`config.mk`:
```
export PLATFORM = sky130hd
export DESIGN_NAME = ex_wb_stage_flat
export DESIGN_NICKNAME = d
export VERILOG_FILES = /design/src/rtl/ex_wb_stage_if.sv /design/src/rtl/ex_wb_stage.sv /design/src/flat_wrapper.sv
export SDC_FILE = /design/constraint.sdc
export NUM_CORES = 1
export LEC_CHECK = 0
export ABC_CLOCK_PERIOD_IN_PS = 1500
export BUFFER_PORTS_ARGS = -buffer_cell sky130_fd_sc_hd__buf_2
export CELL_PAD_IN_SITES_DETAIL_PLACEMENT = 0
export CELL_PAD_IN_SITES_GLOBAL_PLACEMENT = 1
export CORE_MARGIN = 4
export CORE_UTILIZATION = 36
export CTS_BUF_LIST = sky130_fd_sc_hd__clkbuf_2
export DETAILED_ROUTE_END_ITERATION = 10
export PLACE_DENSITY_LB_ADDON = 0.05
export SYNTH_ARGS = -nofsm -noshare
export SYNTH_HDL_FRONTEND = slang
export SYNTH_SLANG_ARGS = --single-unit
export TNS_END_PERCENT = 30
```
`constraint.sdc`:
```
create_clock -name i_clk -period 1.5 [get_ports i_clk]
set_input_delay 0.225 -clock i_clk [delete_from_list [all_inputs] [get_ports i_clk]]
set_output_delay 0.225 -clock i_clk [all_outputs]
set_load 0.05 [all_outputs]
```
`src/rtl/ex_wb_stage_if.sv`:
```
// ex_wb_stage_if: bus between the ALU side, the EX/WB stage and writeback.
//   slave  : the stage itself (takes ALU entries, presents head + arch state)
//   master : the surrounding pipeline / testbench
// Signals: i_valid/o_ready upstream handshake, i_result/i_zero/i_cf/i_rd/
// i_we/i_flags_we entry payload, i_flush redirect, o_valid/i_ready downstream
// handshake, o_result/o_rd/o_we head entry, o_flag_z/o_flag_c architectural
// flags, o_count retired-entry counter.
`ifndef WORD
`define WORD 32
`endif

interface ex_wb_stage_if #(
  parameter int WIDTH = `WORD,
  parameter int RD_W  = 5,
  parameter int CNT_W = 16
);
  logic             i_valid;
  logic             o_ready;
  logic [WIDTH-1:0] i_result;
  logic             i_zero;
  logic             i_cf;
  logic [RD_W-1:0]  i_rd;
  logic             i_we;
  logic             i_flags_we;
  logic             i_flush;
  logic             o_valid;
  logic             i_ready;
  logic [WIDTH-1:0] o_result;
  logic [RD_W-1:0]  o_rd;
  logic             o_we;
  logic             o_flag_z;
  logic             o_flag_c;
  logic [CNT_W-1:0] o_count;

  modport slave (
    input  i_valid, i_result, i_zero, i_cf, i_rd, i_we, i_flags_we,
    input  i_flush, i_ready,
    output o_ready, o_valid, o_result, o_rd, o_we, o_flag_z, o_flag_c, o_count
  );

  modport master (
    output i_valid, i_result, i_zero, i_cf, i_rd, i_we, i_flags_we,
    output i_flush, i_ready,
    input  o_ready, o_valid, o_result, o_rd, o_we, o_flag_z, o_flag_c, o_count
  );
endinterface

```
`src/rtl/ex_wb_stage.sv`:
```
// ex_wb_stage: registered stage after the ALU. A 2-entry skid buffer (main
// register M drives the outputs, skid register S catches the one entry that
// can arrive after writeback stalls) keeps o_ready a pure flop output.
// Commits architectural Z/C flags and a retired-entry count when the head
// entry leaves toward writeback.
// Ports: i_clk, i_rst (sync, active high), bus (ex_wb_stage_if.slave).
`ifndef WORD
`define WORD 32
`endif

module ex_wb_stage #(
  parameter int WIDTH = `WORD,
  parameter int RD_W  = 5,
  parameter int CNT_W = 16
) (
  input logic          i_clk,
  input logic          i_rst,
  ex_wb_stage_if.slave bus
);

  typedef struct packed {
    logic [WIDTH-1:0] result;
    logic             zero;
    logic             cf;
    logic [RD_W-1:0]  rd;
    logic             we;
    logic             flags_we;
  } entry_t;

  entry_t           m_q, s_q, m_d, s_d, in_e;
  logic             m_vld, s_vld, m_vld_d, s_vld_d;
  logic             rdy_q;
  logic             flag_z_q, flag_c_q;
  logic [CNT_W-1:0] cnt_q;
  logic             accept, pop;

  assign in_e = '{result:   bus.i_result,
                  zero:     bus.i_zero,
                  cf:       bus.i_cf,
                  rd:       bus.i_rd,
                  we:       bus.i_we,
                  flags_we: bus.i_flags_we};

  assign accept = bus.i_valid & rdy_q;
  assign pop    = m_vld & bus.i_ready;

  // Buffer movement. While S is valid rdy_q is low, so a pop that drains S
  // never coincides with an accept.
  always_comb begin
    m_d     = m_q;
    s_d     = s_q;
    m_vld_d = m_vld;
    s_vld_d = s_vld;
    if (bus.i_flush) begin
      m_vld_d = 1'b0;
      s_vld_d = 1'b0;
    end else if (pop) begin
      if (s_vld) begin
        m_d     = s_q;
        s_vld_d = 1'b0;
      end else if (accept) begin
        m_d = in_e;
      end else begin
        m_vld_d = 1'b0;
      end
    end else if (accept) begin
      if (!m_vld) begin
        m_d     = in_e;
        m_vld_d = 1'b1;
      end else begin
        s_d     = in_e;
        s_vld_d = 1'b1;
      end
    end
  end

  always_ff @(posedge i_clk) begin
    if (i_rst) begin
      m_q      <= '0;
      s_q      <= '0;
      m_vld    <= 1'b0;
      s_vld    <= 1'b0;
      rdy_q    <= 1'b1;
      flag_z_q <= 1'b0;
      flag_c_q <= 1'b0;
      cnt_q    <= '0;
    end else begin
      m_q   <= m_d;
      s_q   <= s_d;
      m_vld <= m_vld_d;
      s_vld <= s_vld_d;
      // Ready is derived from next-state S occupancy so it never depends
      // combinationally on i_ready.
      rdy_q <= ~s_vld_d;
      // Commit happens even in a flush cycle: the head did leave.
      if (pop) begin
        if (m_q.flags_we) begin
          flag_z_q <= m_q.zero;
          flag_c_q <= m_q.cf;
        end
        cnt_q <= cnt_q + 1'b1;
      end
    end
  end

  assign bus.o_valid  = m_vld;
  assign bus.o_ready  = rdy_q;
  assign bus.o_result = m_q.result;
  assign bus.o_rd     = m_q.rd;
  assign bus.o_we     = m_vld & m_q.we;
  assign bus.o_flag_z = flag_z_q;
  assign bus.o_flag_c = flag_c_q;
  assign bus.o_count  = cnt_q;

endmodule

```
`src/flat_wrapper.sv`:
```
// flat-port wrapper written by rule: the top's interface ports become plain ports
module ex_wb_stage_flat 
#(
  parameter int WIDTH = `WORD,
  parameter int RD_W  = 5,
  parameter int CNT_W = 16
)
  (i_clk, i_rst, bus_i_valid, bus_i_result, bus_i_zero, bus_i_cf, bus_i_rd, bus_i_we, bus_i_flags_we, bus_i_flush, bus_i_ready, bus_o_ready, bus_o_valid, bus_o_result, bus_o_rd, bus_o_we, bus_o_flag_z, bus_o_flag_c, bus_o_count);
  ex_wb_stage_if #(.WIDTH(WIDTH), .RD_W(RD_W), .CNT_W(CNT_W)) bus_i ();
  input logic i_clk;
  input logic i_rst;
  input wire logic [$bits(bus_i.i_valid)-1:0] bus_i_valid;
  input wire logic [$bits(bus_i.i_result)-1:0] bus_i_result;
  input wire logic [$bits(bus_i.i_zero)-1:0] bus_i_zero;
  input wire logic [$bits(bus_i.i_cf)-1:0] bus_i_cf;
  input wire logic [$bits(bus_i.i_rd)-1:0] bus_i_rd;
  input wire logic [$bits(bus_i.i_we)-1:0] bus_i_we;
  input wire logic [$bits(bus_i.i_flags_we)-1:0] bus_i_flags_we;
  input wire logic [$bits(bus_i.i_flush)-1:0] bus_i_flush;
  input wire logic [$bits(bus_i.i_ready)-1:0] bus_i_ready;
  output wire logic [$bits(bus_i.o_ready)-1:0] bus_o_ready;
  output wire logic [$bits(bus_i.o_valid)-1:0] bus_o_valid;
  output wire logic [$bits(bus_i.o_result)-1:0] bus_o_result;
  output wire logic [$bits(bus_i.o_rd)-1:0] bus_o_rd;
  output wire logic [$bits(bus_i.o_we)-1:0] bus_o_we;
  output wire logic [$bits(bus_i.o_flag_z)-1:0] bus_o_flag_z;
  output wire logic [$bits(bus_i.o_flag_c)-1:0] bus_o_flag_c;
  output wire logic [$bits(bus_i.o_count)-1:0] bus_o_count;
  assign bus_i.i_valid = bus_i_valid;
  assign bus_i.i_result = bus_i_result;
  assign bus_i.i_zero = bus_i_zero;
  assign bus_i.i_cf = bus_i_cf;
  assign bus_i.i_rd = bus_i_rd;
  assign bus_i.i_we = bus_i_we;
  assign bus_i.i_flags_we = bus_i_flags_we;
  assign bus_i.i_flush = bus_i_flush;
  assign bus_i.i_ready = bus_i_ready;
  assign bus_o_ready = bus_i.o_ready;
  assign bus_o_valid = bus_i.o_valid;
  assign bus_o_result = bus_i.o_result;
  assign bus_o_rd = bus_i.o_rd;
  assign bus_o_we = bus_i.o_we;
  assign bus_o_flag_z = bus_i.o_flag_z;
  assign bus_o_flag_c = bus_i.o_flag_c;
  assign bus_o_count = bus_i.o_count;
  ex_wb_stage #(.WIDTH(WIDTH), .RD_W(RD_W), .CNT_W(CNT_W)) u_core (.i_clk(i_clk), .i_rst(i_rst), .bus(bus_i));
endmodule
```
* After elaboration in Yosys (flattened, before gate mapping)
Index checks and enable logic that the tools add are counted. W data, S select, Z words.
Cells by class: divide/modulo/power cells 0, $lt $le $gt $ge 0, multiply operators 0, add/subtract/negate cells 1, multiplexer cells 13, equal/unequal tests 3, bitwise logic cells 6, reductions and logical operators 7, shift-type cells 0
Operators by type and width (count):
- $mux W41 | 5
- $add A16 B1 Y16 const B | 1
- $mux W1 | 8
- $reduce_and A4 Y1 | 2
- $ne A2 B2 Y1 const B | 3
- $reduce_bool A2 Y1 | 2
- $and A1 B1 Y1 | 3
- $not A1 Y1 | 3
- $reduce_and A3 Y1 | 1
- $reduce_and A2 Y1 | 1
- $reduce_or A2 Y1 | 1
Storage, ports and cells: bits of input ports 46, output and inout bits 58, ROM bits 0, bits in latches 0, word-level logic and storage cells 48, memories kept 0, bits in writable memories 0, register bits 103

* Depth between registers and ports, before layout
depth after elaboration 5, mapped depth 7, depth with buffers taken out 5

* Least setup slack after synthesis
No wires, ideal clock.
path type flip-flop to flip-flop, start point register u_core.m_vld (netlist: u_core.bus.o_valid), end point register u_core.cnt_q[15] (netlist: u_core.bus.o_count[15]), clock period less this slack 2.007 ns, slack -0.507 ns, stages on the path, launching flop included 7, arrival time 1.937 ns, data required time 1.430 ns, setup time 0.070 ns, path buffers 2, cell sequence dfxtp_1 > buf_4 > nand3_2 > or2_1 > buf_6 > or4_1 > a21oi_1
On the way: word-level cells in the longest chain between the ends 1
RTL lines:
- start: declaration | RTL line ex_wb_stage.sv:31 | logic m_vld, s_vld, m_vld_d, s_vld_d;
- start signal: assignment | RTL line ex_wb_stage.sv:90 | m_vld <= m_vld_d;
- $and A1 B1 Y1 | RTL line ex_wb_stage.sv:45 | assign pop = m_vld & bus.i_ready;
- end signal: assignment | RTL line ex_wb_stage.sv:101 | cnt_q <= cnt_q + 1'b1;
- end: declaration | RTL line ex_wb_stage.sv:34 | logic [CNT_W-1:0] cnt_q;
Every way passes these cells. A chain may end at the register's enable or synchronous reset.

* Final worst setup path
start point register u_core.m_vld (netlist: u_core.bus.o_valid), end point register u_core.m_q, in the netlist u_core.bus.o_result[30]
On the way: word-level cells in the longest chain between the ends 3, elaborated cells on any way between the ends 5, those cells by class 1 x eq/ne; 1 x mux; 1 x bitwise; 2 x reduce/logical
RTL lines:
- $and A1 B1 Y1 | RTL line ex_wb_stage.sv:45
- $ne A2 B2 Y1 (no source line) / $reduce_bool A2 Y1 (equally long branches)
- $reduce_and A4 Y1 (no source line)
- end signal: assignment | RTL line ex_wb_stage.sv:88 | m_q <= m_d;
- end: declaration | RTL line ex_wb_stage.sv:30 | entry_t m_q, s_q, m_d, s_d, in_e;
Several ways; a longest one is shown, not always the timed one.

==> reports/metrics.cfg <==
[synth]
synthesis.nets=604
synth.yosys.seq_area_share_pct=46.6
synth.lib_cells_used.distinct=35
synth.avg_cell_area_um2=7.95
synth_instances=557
yosys_warnings=0
syn_area_mm2=0.00443
synth.ff_latch_count=103

[critical_path]
regToRegSetupSlack_ps=-90
critPathLaunchType=flop
worstPathArrival_ps=2110
critPathKind=flop to flop
worst_case_reg_to_reg_path_depth=7
endpoint_kind=flop
r2r-start=u_core.bus.o_valid$_SDFFE_PP0P_
timing.critical_path.fanout_max=6
worstSetupEndpoint=u_core.bus.o_result[30]$_SDFFE_PP0P_
data_required_critical_path_ps=2030
critPathLaunch=u_core.bus.o_valid$_SDFFE_PP0P_
r2r_end=u_core.bus.o_result[30]$_SDFFE_PP0P_

[timing]
period_share_pct=106
setup_viol=28
tightest_pin_transition_ps=505
final.setup_skew_ps=31.4
slew_headroom_pct=66.4
final.hold.worst_slack_ps=108
hold_violations=0
final_critical_path_setup_slack_ps=-85.3
achievable_freq_ghz=0.631
timing.final.max_slew_violations=0
grt_setup_unrepaired=true
min_period_ps=1590

[drt]
wirelength_um=13300
avgRoutedWirePerCell_um=16.0
vias_per_cell=5.10
drc=0
postRouteAntennaNets=0
drt_iter0_drc=265
first_pass_iters=4
num_vias=4235

[die]
die_x_um=119
initial_core_utilization_pct=36.9
chipHeight_um=119
coreArea_mm2=0.0120
row_count=40
die-area_mm2=0.0141
ios=104

[power]
power_leakage_nw=2.43
pwr_density_cell_mw_per_mm2=801
peakVddDrop_v=0.000449

[clock_tree]
clock_insertion_delay_at_the_later_pin_of_the_skew_report_ps=590
cts_root_buf=sky130_fd_sc_hd__clkbuf_2
ctsHtreeMaxLevel=3
tritoncts.num_buffers=9
cts.path.max_buffers=2
clock-sinks=103
clkTransAtPathRegs_ps=260
tritoncts=built

[layout]
area_overhead_vs_synth_pct=39.3
antenna-diode-count=0
final_cell_area_mm2=0.00617
nNetsFinal=727
drive_above_1_share_pct=33.3
fill_cells=1177
post_layout_nonfiller_instances=831

[placement]
post-dp-hpwl_um=7320
pre_cts_slack_ps=-42.2
finalWeightedCongestion=0.722
placement.io_buffers=103
dp_cells=750
post_dp_cell_area_mm2=0.00497

[min_path]
worstHoldPathType=primary input to flop

[global_route]
groute.usage.overall_pct=17.9
antenna_violations_before_repair=0
grt_max_degree=61
vias_in_the_first_global_route=4074
total_gr_overflow=0
grt_pass1_wl_um=20500

[run_status]
run_status=finished, violations left
failed_checks=setup timing

[job]
maxCapViolCount=0

-- metrics by stage --
step	TNS (ps)	power, W	utilization, %
after floorplan	-3850	0.00350	-
after global placement	0	0.00362	41.4
after detailed placement	-223	0.00363	41.4
after CTS	-534	0.00495	48.7
after global routing	-8780	0.00521	51.4
final	-800	0.00494	51.4
-- layout make-up --
cell class / instances / area (um2) / area share (%)
clock buffers: 11 / 55.1 / 0.892
clock inverters: 4 / 22.5 / 0.365
inverters: 3 / 11.3 / 0.183
multi-input cells: 371 / 2000 / 32.5
flip-flops and latches: 103 / 2140 / 34.7
well taps: 147 / 184 / 2.98
repair buffers: 192 / 1760 / 28.5
-- synthesized netlist by cell type (all sizes together) --
cell type	n	area, um2
a221oi	1	26.3
or4	4	30.0
a31oi	1	6.26
xor2	5	43.8
xnor2	5	43.8
and3	1	6.26
inv	3	11.3
o21ai	4	20.0
or2	1	6.26
a211oi	1	7.51
nor2b	1	6.26
dfxtp	103	2060
a311oi	41	359
nor3	4	20.0
buf	47	334
nand3	48	245
and4	2	18.8
and2	3	20.0
ha	1	12.5
nand4	5	31.3
nor2	52	195
mux2i	1	10.0
or3	3	21.3
nand2	137	514
a21oi	47	235
clkbuf	34	128
o31ai	2	15.0
-- kinds of logic after synthesis --
family | synth area share [%]
flops | 46.6
fa+ha+maj | 0.282
compound gates | 15.1
xor+xnor | 1.98
mux | 0.226
simple gates | 25.2
buf+inv | 10.7
-- per-layer routing --
metal | GRT usage, % | vias to the layer above | share of wire, %
met5 | 0 | - | 0
met4 | 6.81 | 0 | 1.6
met3 | 3.66 | 14 | 4.9
met2 | 30.6 | 112 | 49
met1 | 22.2 | 1985 | 45
li1 | - | 2124 | -
-- where the power goes --
group          internal, W  switching [W]  leakage, nW  total [W]
sequential         0.00283      0.0000544        0.858    0.00288
combinational     0.000367       0.000556         1.52   0.000923
clock             0.000218       0.000922       0.0574    0.00114
-- how the worst min path moves through the flow --
stage | from | end | slack (ps) | cells after the start
6_report | bus_i_ready | u_core.bus.o_valid$_SDFFE_PP0P_ | 110 | 4
5_1_grt | bus_i_ready | u_core.bus.o_valid$_SDFFE_PP0P_ | 90 | 4
4_1_cts | bus_i_ready | u_core.bus.o_valid$_SDFFE_PP0P_ | 30 | 4
3_5_place_dp | u_core.s_q[18]$_SDFFE_PP0P_ | u_core.s_q[18]$_SDFFE_PP0P_ | 450 | 2
3_3_place_gp | u_core.s_q[0]$_SDFFE_PP0P_ | u_core.s_q[0]$_SDFFE_PP0P_ | 440 | 2
2_1_floorplan | bus_i_flush | u_core.bus.o_valid$_SDFFE_PP0P_ | 290 | 1
-- worst max-delay path: stages, from the launching register on --
cell	delay [ps]
sky130_fd_sc_hd__dfxtp_4	430
sky130_fd_sc_hd__buf_4	150
sky130_fd_sc_hd__and2_2	220
sky130_fd_sc_hd__nand2_4	170
sky130_fd_sc_hd__buf_4	150
sky130_fd_sc_hd__buf_6	120
sky130_fd_sc_hd__nand2_1	50
sky130_fd_sc_hd__a311oi_1	240
-- state kept, by name, indices dropped and copies added (netlist names) --
name,flops
u_core.s_vld,1
u_core.bus.o_valid,1
u_core.bus.o_rd,5
u_core.s_q,41
u_core.bus.o_result,32
u_core.m_q,4
u_core.bus.o_flag_z,1
u_core.bus.o_flag_c,1
u_core.bus.o_count,16
u_core.bus.o_ready,1
-- timing repair --
action,CTS,global route
pin swaps,37,23
endpoints found under the setup margin,103,122
buffers inserted,9,3
resized for setup,100,40
hold endpoints to repair,97,0
gates cloned,1,9
hold buffers,44,0
-- cells in the final DEF, fill, tap and decap left out, types with 9 or more instances in the layout --
cell | synthesis | final
sky130_fd_sc_hd__clkbuf_2 | 0 | 11
sky130_fd_sc_hd__nand2_1 | 137 | 135
sky130_fd_sc_hd__dfxtp_1 | 103 | 62
sky130_fd_sc_hd__nand3_1 | 47 | 46
sky130_fd_sc_hd__a21oi_1 | 47 | 44
sky130_fd_sc_hd__nor2_1 | 52 | 52
sky130_fd_sc_hd__buf_6 | 1 | 21
sky130_fd_sc_hd__a311oi_1 | 41 | 34
sky130_fd_sc_hd__buf_8 | 0 | 9
sky130_fd_sc_hd__dfxtp_4 | 0 | 10
sky130_fd_sc_hd__dfxtp_2 | 0 | 31
sky130_fd_sc_hd__buf_2 | 6 | 45
sky130_fd_sc_hd__buf_4 | 38 | 62
sky130_fd_sc_hd__dlygate4sd3_1 | 0 | 44
(Power assumes the default switching activity.)
